**src/rtl/stage_sequencer.sv**
```systemverilog
// -----------------------------------------------------------------------------
// stage_sequencer
//
// Multi-cycle processor control sequencer. It walks each instruction through
// IF -> ID -> EX -> (MEM) -> WB, generates the per-stage enables, counts
// retired instructions, and parks in HALT when the decoder flags a halt.
//
// Ports
//   clk         : single clock, all state changes on its rising edge
//   rstd        : asynchronous active-low reset
//   start       : begin execution from IDLE
//   imem_ready  : instruction memory read complete (used only in IF)
//   dmem_ready  : data memory access complete (used only in MEM)
//   opclass     : decoder class 00 ALU, 01 LOAD, 10 STORE, 11 BRANCH/JUMP
//   halt_instr  : decoder flags a halt instruction (sampled in ID)
//   imem_req    : instruction fetch request
//   ir_we       : instruction register load enable
//   dmem_req    : data memory request
//   dmem_we     : data memory write, qualified by dmem_req
//   rf_we       : register file write enable
//   pc_we       : latch nextpc into pc
//   state       : current FSM state encoding
//   halted      : high while in HALT
//   retired     : count of completed instructions, wraps silently
// -----------------------------------------------------------------------------
module stage_sequencer #(
    parameter int COUNT_W = 32
) (
    input  logic               clk,
    input  logic               rstd,
    input  logic               start,
    input  logic               imem_ready,
    input  logic               dmem_ready,
    input  logic [1:0]         opclass,
    input  logic               halt_instr,
    output logic               imem_req,
    output logic               ir_we,
    output logic               dmem_req,
    output logic               dmem_we,
    output logic               rf_we,
    output logic               pc_we,
    output logic [2:0]         state,
    output logic               halted,
    output logic [COUNT_W-1:0] retired
);

    localparam logic [2:0] S_IDLE = 3'd0;
    localparam logic [2:0] S_IF   = 3'd1;
    localparam logic [2:0] S_ID   = 3'd2;
    localparam logic [2:0] S_EX   = 3'd3;
    localparam logic [2:0] S_MEM  = 3'd4;
    localparam logic [2:0] S_WB   = 3'd5;
    localparam logic [2:0] S_HALT = 3'd6;

    localparam logic [1:0] C_ALU    = 2'b00;
    localparam logic [1:0] C_LOAD   = 2'b01;
    localparam logic [1:0] C_STORE  = 2'b10;

    localparam logic [COUNT_W-1:0] ONE = {{(COUNT_W-1){1'b0}}, 1'b1};

    logic [2:0]         r_state;
    logic [2:0]         w_state_next;
    logic [1:0]         r_class;
    logic [COUNT_W-1:0] r_retired;

    // Class is only needed after ID; holding it here keeps later stages
    // immune to the decoder output changing once the instruction moves on.
    logic w_is_mem;
    assign w_is_mem = (r_class == C_LOAD) || (r_class == C_STORE);

    always_comb begin
        w_state_next = r_state;
        case (r_state)
            S_IDLE: if (start)      w_state_next = S_IF;
            S_IF:   if (imem_ready) w_state_next = S_ID;
            S_ID:   w_state_next = halt_instr ? S_HALT : S_EX;
            S_EX:   w_state_next = w_is_mem ? S_MEM : S_WB;
            S_MEM:  if (dmem_ready) w_state_next = S_WB;
            S_WB:   w_state_next = S_IF;
            S_HALT: w_state_next = S_HALT;
            default: w_state_next = S_IDLE;   // illegal code recovers in one cycle
        endcase
    end

    always_ff @(posedge clk or negedge rstd) begin
        if (!rstd) begin
            r_state   <= S_IDLE;
            r_class   <= C_ALU;
            r_retired <= '0;
        end else begin
            r_state <= w_state_next;
            if (r_state == S_ID) begin
                r_class <= opclass;
            end
            if (r_state == S_WB) begin
                r_retired <= r_retired + ONE;
            end
        end
    end

    // All enables decode directly from the state register (plus the ready
    // strobes where the handshake completes in the same cycle), so reset
    // clears them without waiting for a clock edge.
    assign imem_req = (r_state == S_IF);
    assign ir_we    = (r_state == S_IF) && imem_ready;
    assign dmem_req = (r_state == S_MEM);
    assign dmem_we  = (r_state == S_MEM) && (r_class == C_STORE);
    assign pc_we    = (r_state == S_WB);
    assign rf_we    = (r_state == S_WB) && !r_class[1];  // ALU or LOAD
    assign halted   = (r_state == S_HALT);
    assign state    = r_state;
    assign retired  = r_retired;

endmodule

```
**config.mk**
```make
export PLATFORM = sky130hd
export DESIGN_NAME = stage_sequencer
export DESIGN_NICKNAME = d
export VERILOG_FILES = /design/src/rtl/stage_sequencer.sv
export SDC_FILE = /design/constraint.sdc
export NUM_CORES = 1
export LEC_CHECK = 0
export BUFFER_PORTS_ARGS = -buffer_cell sky130_fd_sc_hd__buf_4
export CORE_MARGIN = 10
export CORE_UTILIZATION = 45
export CTS_BUF_LIST = sky130_fd_sc_hd__clkbuf_4 sky130_fd_sc_hd__clkbuf_8
export DETAILED_ROUTE_END_ITERATION = 16
export GPL_ROUTABILITY_DRIVEN = 1
export PLACE_DENSITY_LB_ADDON = 0.1
export RECOVER_POWER = 25
export SLEW_MARGIN = 15
export SYNTH_ARGS = -nofsm -noshare
export SYNTH_HDL_FRONTEND = slang
export SYNTH_SLANG_ARGS = --single-unit
```
**constraint.sdc**
```tcl
create_clock -name clk -period 2.7 [get_ports clk]
set_input_delay 0.27 -clock clk [delete_from_list [all_inputs] [get_ports clk]]
set_output_delay 0.27 -clock clk [all_outputs]
set_load 0.02 [all_outputs]
```
==> results of run 1 <==
cells by family after synthesis:
family / Yosys count / synth area share (%)
flops: 37 / 52.3
mux: 1 / 0.636
compound gates: 8 / 2.69
simple gates: 81 / 25.5
fa+ha+maj: 2 / 1.41
buf+inv: 10 / 2.12
xor+xnor: 31 / 15.3
worst paths after layout:
check | from | end | slack (ps) | cells past startpoint
hold reg to reg | retired[31]$_DFFE_PN0N_ | retired[31]$_DFFE_PN0N_ | 490 | 1
setup / recovery | retired[3]$_DFFE_PN0N_ | retired[27]$_DFFE_PN0N_ | 730 | 4
min in group asynchronous | rstd | retired[26]$_DFFE_PN0N_ | 640 | 2
setup reg to reg | retired[3]$_DFFE_PN0N_ | retired[27]$_DFFE_PN0N_ | 730 | 4
hold / removal | opclass[0] | r_class[0]$_DFFE_PN0N_ | 200 | 3
max in group asynchronous | rstd | retired[16]$_DFFE_PN0N_ | 1490 | 2
layout make-up:
| class | instances | area [um^2] | share of cell area [%] |
|---|---|---|---|
| well taps | 48 | 60.1 | 2.63 |
| flip-flops and latches | 37 | 926 | 40.5 |
| clock buffers | 5 | 68.8 | 3.01 |
| multi-input cells | 123 | 807 | 35.3 |
| inverters | 6 | 22.5 | 0.986 |
| repair buffers | 51 | 383 | 16.8 |
| clock inverters | 3 | 17.5 | 0.767 |
through the flow:
step	instances	total power [mW]	utilization, %
after floorplan	170	0.979	-
after global routing	273	1.64	61.0
after detailed placement	264	1.17	58.5
after global placement	264	1.15	58.5
after CTS	273	1.55	61.1
final	273	1.53	61.0
synthesized netlist by cell type, drive strengths merged:
master  count  share of area, %
clkbuf      4              0.85
a21oi       2              0.57
a211oi      1              0.42
nor2b       1              0.35
and4b       1              0.57
and2        3               1.1
nor2        9               1.9
nand3      14               4.0
nand2b      2              0.71
nor3        5               1.4
a31oi       1              0.35
nand4      13               4.9
ha          2               1.4
xnor2      23                11
nand3b      1              0.42
and4        3               1.5
mux2        1              0.64
dfrtp      37                52
nor3b       1              0.42
or4         1              0.64
o22ai       1              0.35
nand4b      1              0.49
nor4        6               2.5
xor2        8               4.0
nand2      17               3.6
and3        3               1.1
inv         6               1.3
o21ai       2              0.57
o31ai       1              0.42
flip-flops by register name (all words and copies together), names as in the netlist:
name,flops
retired,32
r_class,2
state,3
worst reg2reg max path, stage by stage, from the launching register on:
cell     delay, ps
dfrtp_1        440
nand4_1        320
nor4_1         700
nand4_1        210
xnor2_1        170
power by group:
part	internal (mW)	total [mW]	switching (mW)
logic	0.191	0.433	0.242
clock network	0.178	0.381	0.203
registers	0.617	0.718	0.101
routing by layer:
layer	up-vias	track usage [%]	share of wire, %
met3	5	6.80	9.8
li1	701	-	-
met2	48	19.6	46
met4	0	3.51	0.98
met5	-	0	0
met1	712	16.5	43
what timing repair did:
item | CTS | global route
endpoints found under the hold margin | 37 | 0
setup endpoints to repair | 0 | 0
hold buffers | 1 | 0
==> flow_summary.yaml, run 1 <==
place:
  dpl-instance-area_um2: 2190
  portBuffers: 49
  hpwlAfterDp_um: 3170
  preCtsSetupSlack_ps: 802
  gp_congestion: 0.783
layout:
  diodes: 0
  fin_nets: 234
  stdcell_area_um2: 2280
  layout_common_cells: "49 x buf_4, 37 x dfrtp_1, 23 x xnor2_1"
  final_common_cell: "buf_4"
  syn2layout_area_growth_pct: 29.0
  drive_above_1_share_pct: 27.6
  fill_cells: 350
timing:
  fin_crit_sh_pct: 72.9
  finalMaxSlewViolations: 0
  tns_ps: 0
  finalSetupViolCount: 0
  skew_ps: 6.01
  finalHoldViolCount: 0
  min_period_ps: 1970
  fmax_mhz: 508
  max-slew-margin-rel_pct: 39.2
  tightestPinTransition_ps: 912
  worst_hold_slack_ps: 196
  postLayoutSetupSlackWorst_ps: 733
  rsz0062_at_grt: "no"
worst_setup_path:
  crit_path_max_fanout: 7
  crit_buf_inv: 0
  critical_path_required_ps: 2880
  cp-end-kind: "register"
  crit_type: "reg2reg"
  path_delay_family: "simple AND/OR/NAND/NOR gates"
  slowest_delay_ps: 700
  crit_chain: "nand4_1 -> nor4_1 -> nand4_1 -> xnor2_1"
  worstPathArrival_ps: 2140
  cpMostUsedCell: "nand4_1"
  critPathSlowestCell: "nor4_1"
  critical_path.startpoint_type: "register"
power_and_ir_drop:
  powerDensity_nw_per_um2: 670
  peakVddDrop_uv: 499
  cellLeakagePower_nw: 1.11
flow_run:
  max_cap_viol_count: 0
min_path:
  hold_path.class: "in2reg"
clock_network:
  htreeDepth: 2
  clk_latency_ps: 290
  cts_buffer_depth: 2
  cts.sinks: 37
  cts_tree: "built"
  post_cts_buffers: 0
  root_buffer: "clkbuf_8"
  cts-buffers-inserted: 5
  ctsResizeCount: 0
  path_clk_slew_ps: 80
floorplan:
  start_util_pct: 47.3
  ios: 50
  die_h_um: 82.7
  die_w_um: 82.7
  num_rows: 22
  coreArea_um2: 3740
  dieArea_um2: 6840
route:
  wire_per_inst_um: 15.6
  vias_per_cell: 5.37
  dr.pass1.iters: 4
  drc: 0
  ant_nets: 0
  drtIter0Drc: 109
  postRouteWirelength_um: 4270
  num_vias: 1466
grt:
  grt_pass1_wl_um: 6940
  grt_max_degree: 38
  overflow: 0
  grt_pass1_vias: 1437
  grt_antenna_before_repair: 0
  globalRouteTotalUtil_pct: 13.2
logic_synthesis:
  syn-instance-count: 170
  synthDistinctLibCells: 31
  syn-num-nets: 180
  ys_ff_latch: 37
  netlist_area_um2: 1770
  yosysSeqAreaShare_pct: 52.3
  ys.warnings.count: 0
  postSynthAreaPerCell_um2: 10.4
run_status:
  status: "finished clean"
No activity file was read; power rests on OpenSTA's default activity.
==> run 2: changes to the inputs <==
==> constraint.sdc (replaced) <==
create_clock -name clk -period 1.8 [get_ports clk]
set_input_delay 0.18 -clock clk [delete_from_list [all_inputs] [get_ports clk]]
set_output_delay 0.18 -clock clk [all_outputs]
set_load 0.02 [all_outputs]
==> flow_summary.yaml, run 2 (synthesized netlist as in run 1, its figures left out) <==
power_and_ir_drop:
  powerDensity_nw_per_um2: 1060
  peakVddDrop_uv: 742
  cellLeakagePower_nw: 1.19
route:
  wire_per_inst_um: 15.9
  drtIter0Drc: 82
  drc: 0
  num_vias: 1517
  postRouteWirelength_um: 4470
  dr.pass1.iters: 5
  vias_per_cell: 5.38
  ant_nets: 0
place:
  hpwlAfterDp_um: 3400
  gp_congestion: 0.811
  portBuffers: 49
  dp_cells: 273
  preCtsSetupSlack_ps: 82.0
worst_setup_path:
  timing.rr.start: "retired[7]$_DFFE_PN0N_"
  timing.rr.end: "retired[30]$_DFFE_PN0N_"
  reg2regPathDepth: 4
  critical_path.startpoint_type: "register"
  crit_type: "reg2reg"
  rrSetupSlack_ps: 70
  crit_path_max_fanout: 6
  worstPathArrival_ps: 1950
  cp-end-kind: "register"
  critical_path_required_ps: 2010
floorplan:
  dieArea_um2: 6840
  die_w_um: 82.7
  start_util_pct: 47.3
  die_h_um: 82.7
  num_rows: 22
  coreArea_um2: 3740
  ios: 50
timing:
  min_period_ps: 1730
  tns_ps: 0
  fmax_mhz: 576
  finalSetupViolCount: 0
  max-slew-margin-rel_pct: 40.2
  postLayoutSetupSlackWorst_ps: 65.1
  skew_ps: 8.72
  tightestPinTransition_ps: 898
  finalMaxSlewViolations: 0
  finalHoldViolCount: 0
  fin_crit_sh_pct: 96.4
clock_network:
  cts_buffer_depth: 2
  path_clk_slew_ps: 80
  clk_latency_ps: 290
  cts_tree: "built"
  post_cts_buffers: 0
  htreeDepth: 2
  cts.sinks: 37
  root_buffer: "clkbuf_8"
  cts-buffers-inserted: 5
layout:
  syn2layout_area_growth_pct: 36.7
  largest_reg_flops: 32
  fin_cells: 282
  drive_above_1_share_pct: 34.6
  diodes: 0
  layout_common_cells: "58 x buf_4, 30 x dfrtp_1, 23 x xnor2_1"
  fin_nets: 243
  final_common_cell: "buf_4"
grt:
  grt_pass1_vias: 1527
  globalRouteTotalUtil_pct: 13.7
  grt_max_degree: 38
  grt_antenna_before_repair: 0
  overflow: 0
  grt_pass1_wl_um: 7280
flow_run:
  max_cap_viol_count: 0
min_path:
  hold_end: "r_class[0]$_DFFE_PN0N_"
  hold_path_depth: 3
  hold_start: "opclass[0]"
  hold_path.class: "in2reg"
run_status:
  status: "finished clean"
run 2: area by class of cell:
type	count	area [um^2]
Clock buffer	7	90.1
Clock inverter	1	30.0
Fill cell	324	1320
Inverter	6	22.5
Multi-Input combinational cell	123	832
Sequential cell	37	935
Tap cell	48	60.1
Timing Repair Buffer	60	450
run 2: where the power goes:
group / total (mW) / switching [mW] / internal [mW]
sequential: 1.01 / 0.0852 / 0.929
clock: 0.760 / 0.293 / 0.467
combinational: 0.781 / 0.449 / 0.332
run 2: worst max-delay path, stage by stage, from the launching register on:
cell and delay [ps]:
dfrtp_2 430, nand4_2 130, or4_4 560, nor4_2 360
xor2_1 170
run 2: per-layer routing:
layer	vias to the layer above	global-route usage (%)	share of wire, %
met4	0	3.51	0.60
met5	-	0	0
met1	753	16.4	41
met2	39	22.2	49
li1	723	-	-
met3	2	5.72	8.8
run 2: repair_timing:
item,CTS,global route
hold endpoints to repair,37,0
gates resized for setup,0,1
setup endpoints to repair,0,1
hold buffers,1,0
run 2: per-stage QoR:
step           utilization (%)  power [mW]  hold slack [ps]  cell area, um^2
6_report                  64.6        2.55              102             2420
5_1_grt                   64.6        2.70              132             2420
4_1_cts                   64.5        2.59             96.5             2420
3_5_place_dp              61.1        1.82              170             2290
3_3_place_gp              61.1        1.79              160             2290
2_1_floorplan                -        1.49             -116             1800
run 2: how the worst max path moves through the flow:
stage                           start  slack (ps)                       to
4_1_cts        retired[7]$_DFFE_PN0N_          60  retired[30]$_DFFE_PN0N_
3_3_place_gp   retired[7]$_DFFE_PN0N_         170  retired[30]$_DFFE_PN0N_
6_report       retired[7]$_DFFE_PN0N_          70  retired[30]$_DFFE_PN0N_
3_5_place_dp   retired[7]$_DFFE_PN0N_          80  retired[30]$_DFFE_PN0N_
2_1_floorplan  retired[9]$_DFFE_PN0N_           4  retired[30]$_DFFE_PN0N_
5_1_grt        retired[7]$_DFFE_PN0N_         -10  retired[30]$_DFFE_PN0N_
==> run 3: changes to the inputs <==
--- a/config.mk
+++ b/config.mk
@@ -6,8 +6,10 @@
 export NUM_CORES = 1
 export LEC_CHECK = 0
 export BUFFER_PORTS_ARGS = -buffer_cell sky130_fd_sc_hd__buf_4
+export CELL_PAD_IN_SITES_DETAIL_PLACEMENT = 0
+export CELL_PAD_IN_SITES_GLOBAL_PLACEMENT = 2
 export CORE_MARGIN = 10
-export CORE_UTILIZATION = 45
+export CORE_UTILIZATION = 30
 export CTS_BUF_LIST = sky130_fd_sc_hd__clkbuf_4 sky130_fd_sc_hd__clkbuf_8
 export DETAILED_ROUTE_END_ITERATION = 16
 export GPL_ROUTABILITY_DRIVEN = 1
==> constraint.sdc (replaced) <==
create_clock -name clk -period 1.8 [get_ports clk]
set_input_delay 0.18 -clock clk [delete_from_list [all_inputs] [get_ports clk]]
set_output_delay 0.18 -clock clk [all_outputs]
set_load 0.005 [all_outputs]
==> flow_summary.yaml, run 3 (synthesized netlist as in run 1, its figures left out) <==
floorplan:
  start_util_pct: 31.6
  ios: 50
  die_h_um: 96.8
  num_rows: 27
  dieArea_um2: 9370
  die_w_um: 96.8
  coreArea_um2: 5610
layout:
  final_common_cell: "buf_4"
  diodes: 0
  fin_nets: 248
  largest_reg_flops: 32
  drive_above_1_share_pct: 31.9
  layout_common_cells: "63 x buf_4, 37 x dfrtp_1, 23 x xnor2_1"
  final_util_pct: 43.3
  syn2layout_area_growth_pct: 37.2
  fin_cells: 310
  fill_cells: 584
grt:
  globalRouteTotalUtil_pct: 9.98
  grt_pass1_wl_um: 7800
  grt_max_degree: 38
  grt_pass1_vias: 1584
  overflow: 0
  grt_antenna_before_repair: 0
place:
  hpwlAfterDp_um: 3580
  gp_congestion: 0.773
  dp_cells: 302
  portBuffers: 49
worst_setup_path:
  critical_path_required_ps: 2010
  crit_type: "reg2reg"
  crit_path_max_fanout: 4
  critical_path.startpoint_type: "register"
  cp-end-kind: "register"
  worstPathArrival_ps: 1900
clock_network:
  path_clk_slew_ps: 70
  cts_tree: "built"
  post_cts_buffers: 0
  root_buffer: "clkbuf_8"
  cts.sinks: 37
  htreeDepth: 2
  cts-buffers-inserted: 5
  clk_latency_ps: 280
  cts_buffer_depth: 2
power_and_ir_drop:
  sw_frac_of_total_pct: 30.2
  peakVddDrop_uv: 566
  clockPowerShare_pct: 26.2
  powerDensity_nw_per_um2: 929
  internal-power_mw: 1.58
  cellLeakagePower_nw: 1.19
  pwr-share-comb_pct: 29.2
  power.switching_mw: 0.680
  p_seq_share_pct: 44.6
min_path:
  hold_path.class: "in2reg"
route:
  vias_per_cell: 4.79
  drc: 0
  wire_per_inst_um: 15.0
  num_vias: 1485
  dr.pass1.iters: 4
  drtIter0Drc: 26
  ant_nets: 0
  postRouteWirelength_um: 4660
timing:
  finalHoldViolCount: 0
  min_period_ps: 1690
  max-slew-margin-rel_pct: 36.8
  finalMaxSlewViolations: 0
  finalSetupViolCount: 0
  tns_ps: 0
  rsz0062_at_grt: "no"
  tightestPinTransition_ps: 948
  skew_ps: 3.76
  fin_crit_sh_pct: 94.1
  fmax_mhz: 590
flow_run:
  max_cap_viol_count: 0
run_status:
  status: "finished clean"
run 3: power by group through the flow:
stage	Sequential, mW	Combinational, mW	Clock [mW]
2_1_floorplan	1.02	0.315	0
3_3_place_gp	1.01	0.663	0
3_5_place_dp	1.02	0.670	0
4_1_cts	1.00	0.678	0.615
5_1_grt	1.01	0.751	0.650
6_report	1.01	0.659	0.592
run 3: cell type report:
class	instances	area, um^2	area share [%]
multi-input cells	123	813	33.5
well taps	72	90.1	3.71
flip-flops and latches	37	926	38.1
clock buffers	7	90.1	3.71
repair buffers	65	488	20.1
inverters	6	22.5	0.927
run 3: per-stage QoR:
step | power, mW | area, um^2 | setup slack [ps] | hold slack, ps
final | 2.26 | 2430 | 106 | 124
after global routing | 2.42 | 2430 | 13.1 | 128
after detailed placement | 1.69 | 2330 | 105 | 178
after CTS | 2.30 | 2430 | 89.7 | 117
after global placement | 1.67 | 2330 | 166 | 165
after floorplan | 1.34 | 1770 | 73.0 | -116
run 3: worst paths after layout:
check	from	endpoint	slack (ps)	cells after the start
setup / recovery	retired[9]$_DFFE_PN0N_	retired[28]$_DFFE_PN0N_	110	4
hold / removal	opclass[0]	r_class[0]$_DFFE_PN0N_	120	3
setup reg to reg	retired[9]$_DFFE_PN0N_	retired[28]$_DFFE_PN0N_	110	4
hold reg to reg	retired[31]$_DFFE_PN0N_	retired[31]$_DFFE_PN0N_	480	1
max in group asynchronous	rstd	retired[8]$_DFFE_PN0N_	640	2
min in group asynchronous	rstd	retired[29]$_DFFE_PN0N_	580	2
run 3: timing repair:
action / CTS / global route
hold endpoints to repair: 37 / 0
hold buffers: 1 / 0
endpoints found under the setup margin: 0 / 1
gates resized for setup: 0 / 1
run 3: worst max-delay path: stages, from the launching register on:
cell	delay, ps
dfrtp_1	430
nand4_2	130
or4_4	560
nor4_1	340
xor2_1	170
run 3: per-layer routing:
layer | vias up | track usage [%] | wire length (um)
li1 | 730 | - | -
met1 | 716 | 11.0 | 2010
met2 | 35 | 17.1 | 2330
met3 | 4 | 4.33 | 288
met4 | 0 | 2.71 | 34
met5 | - | 0 | 0
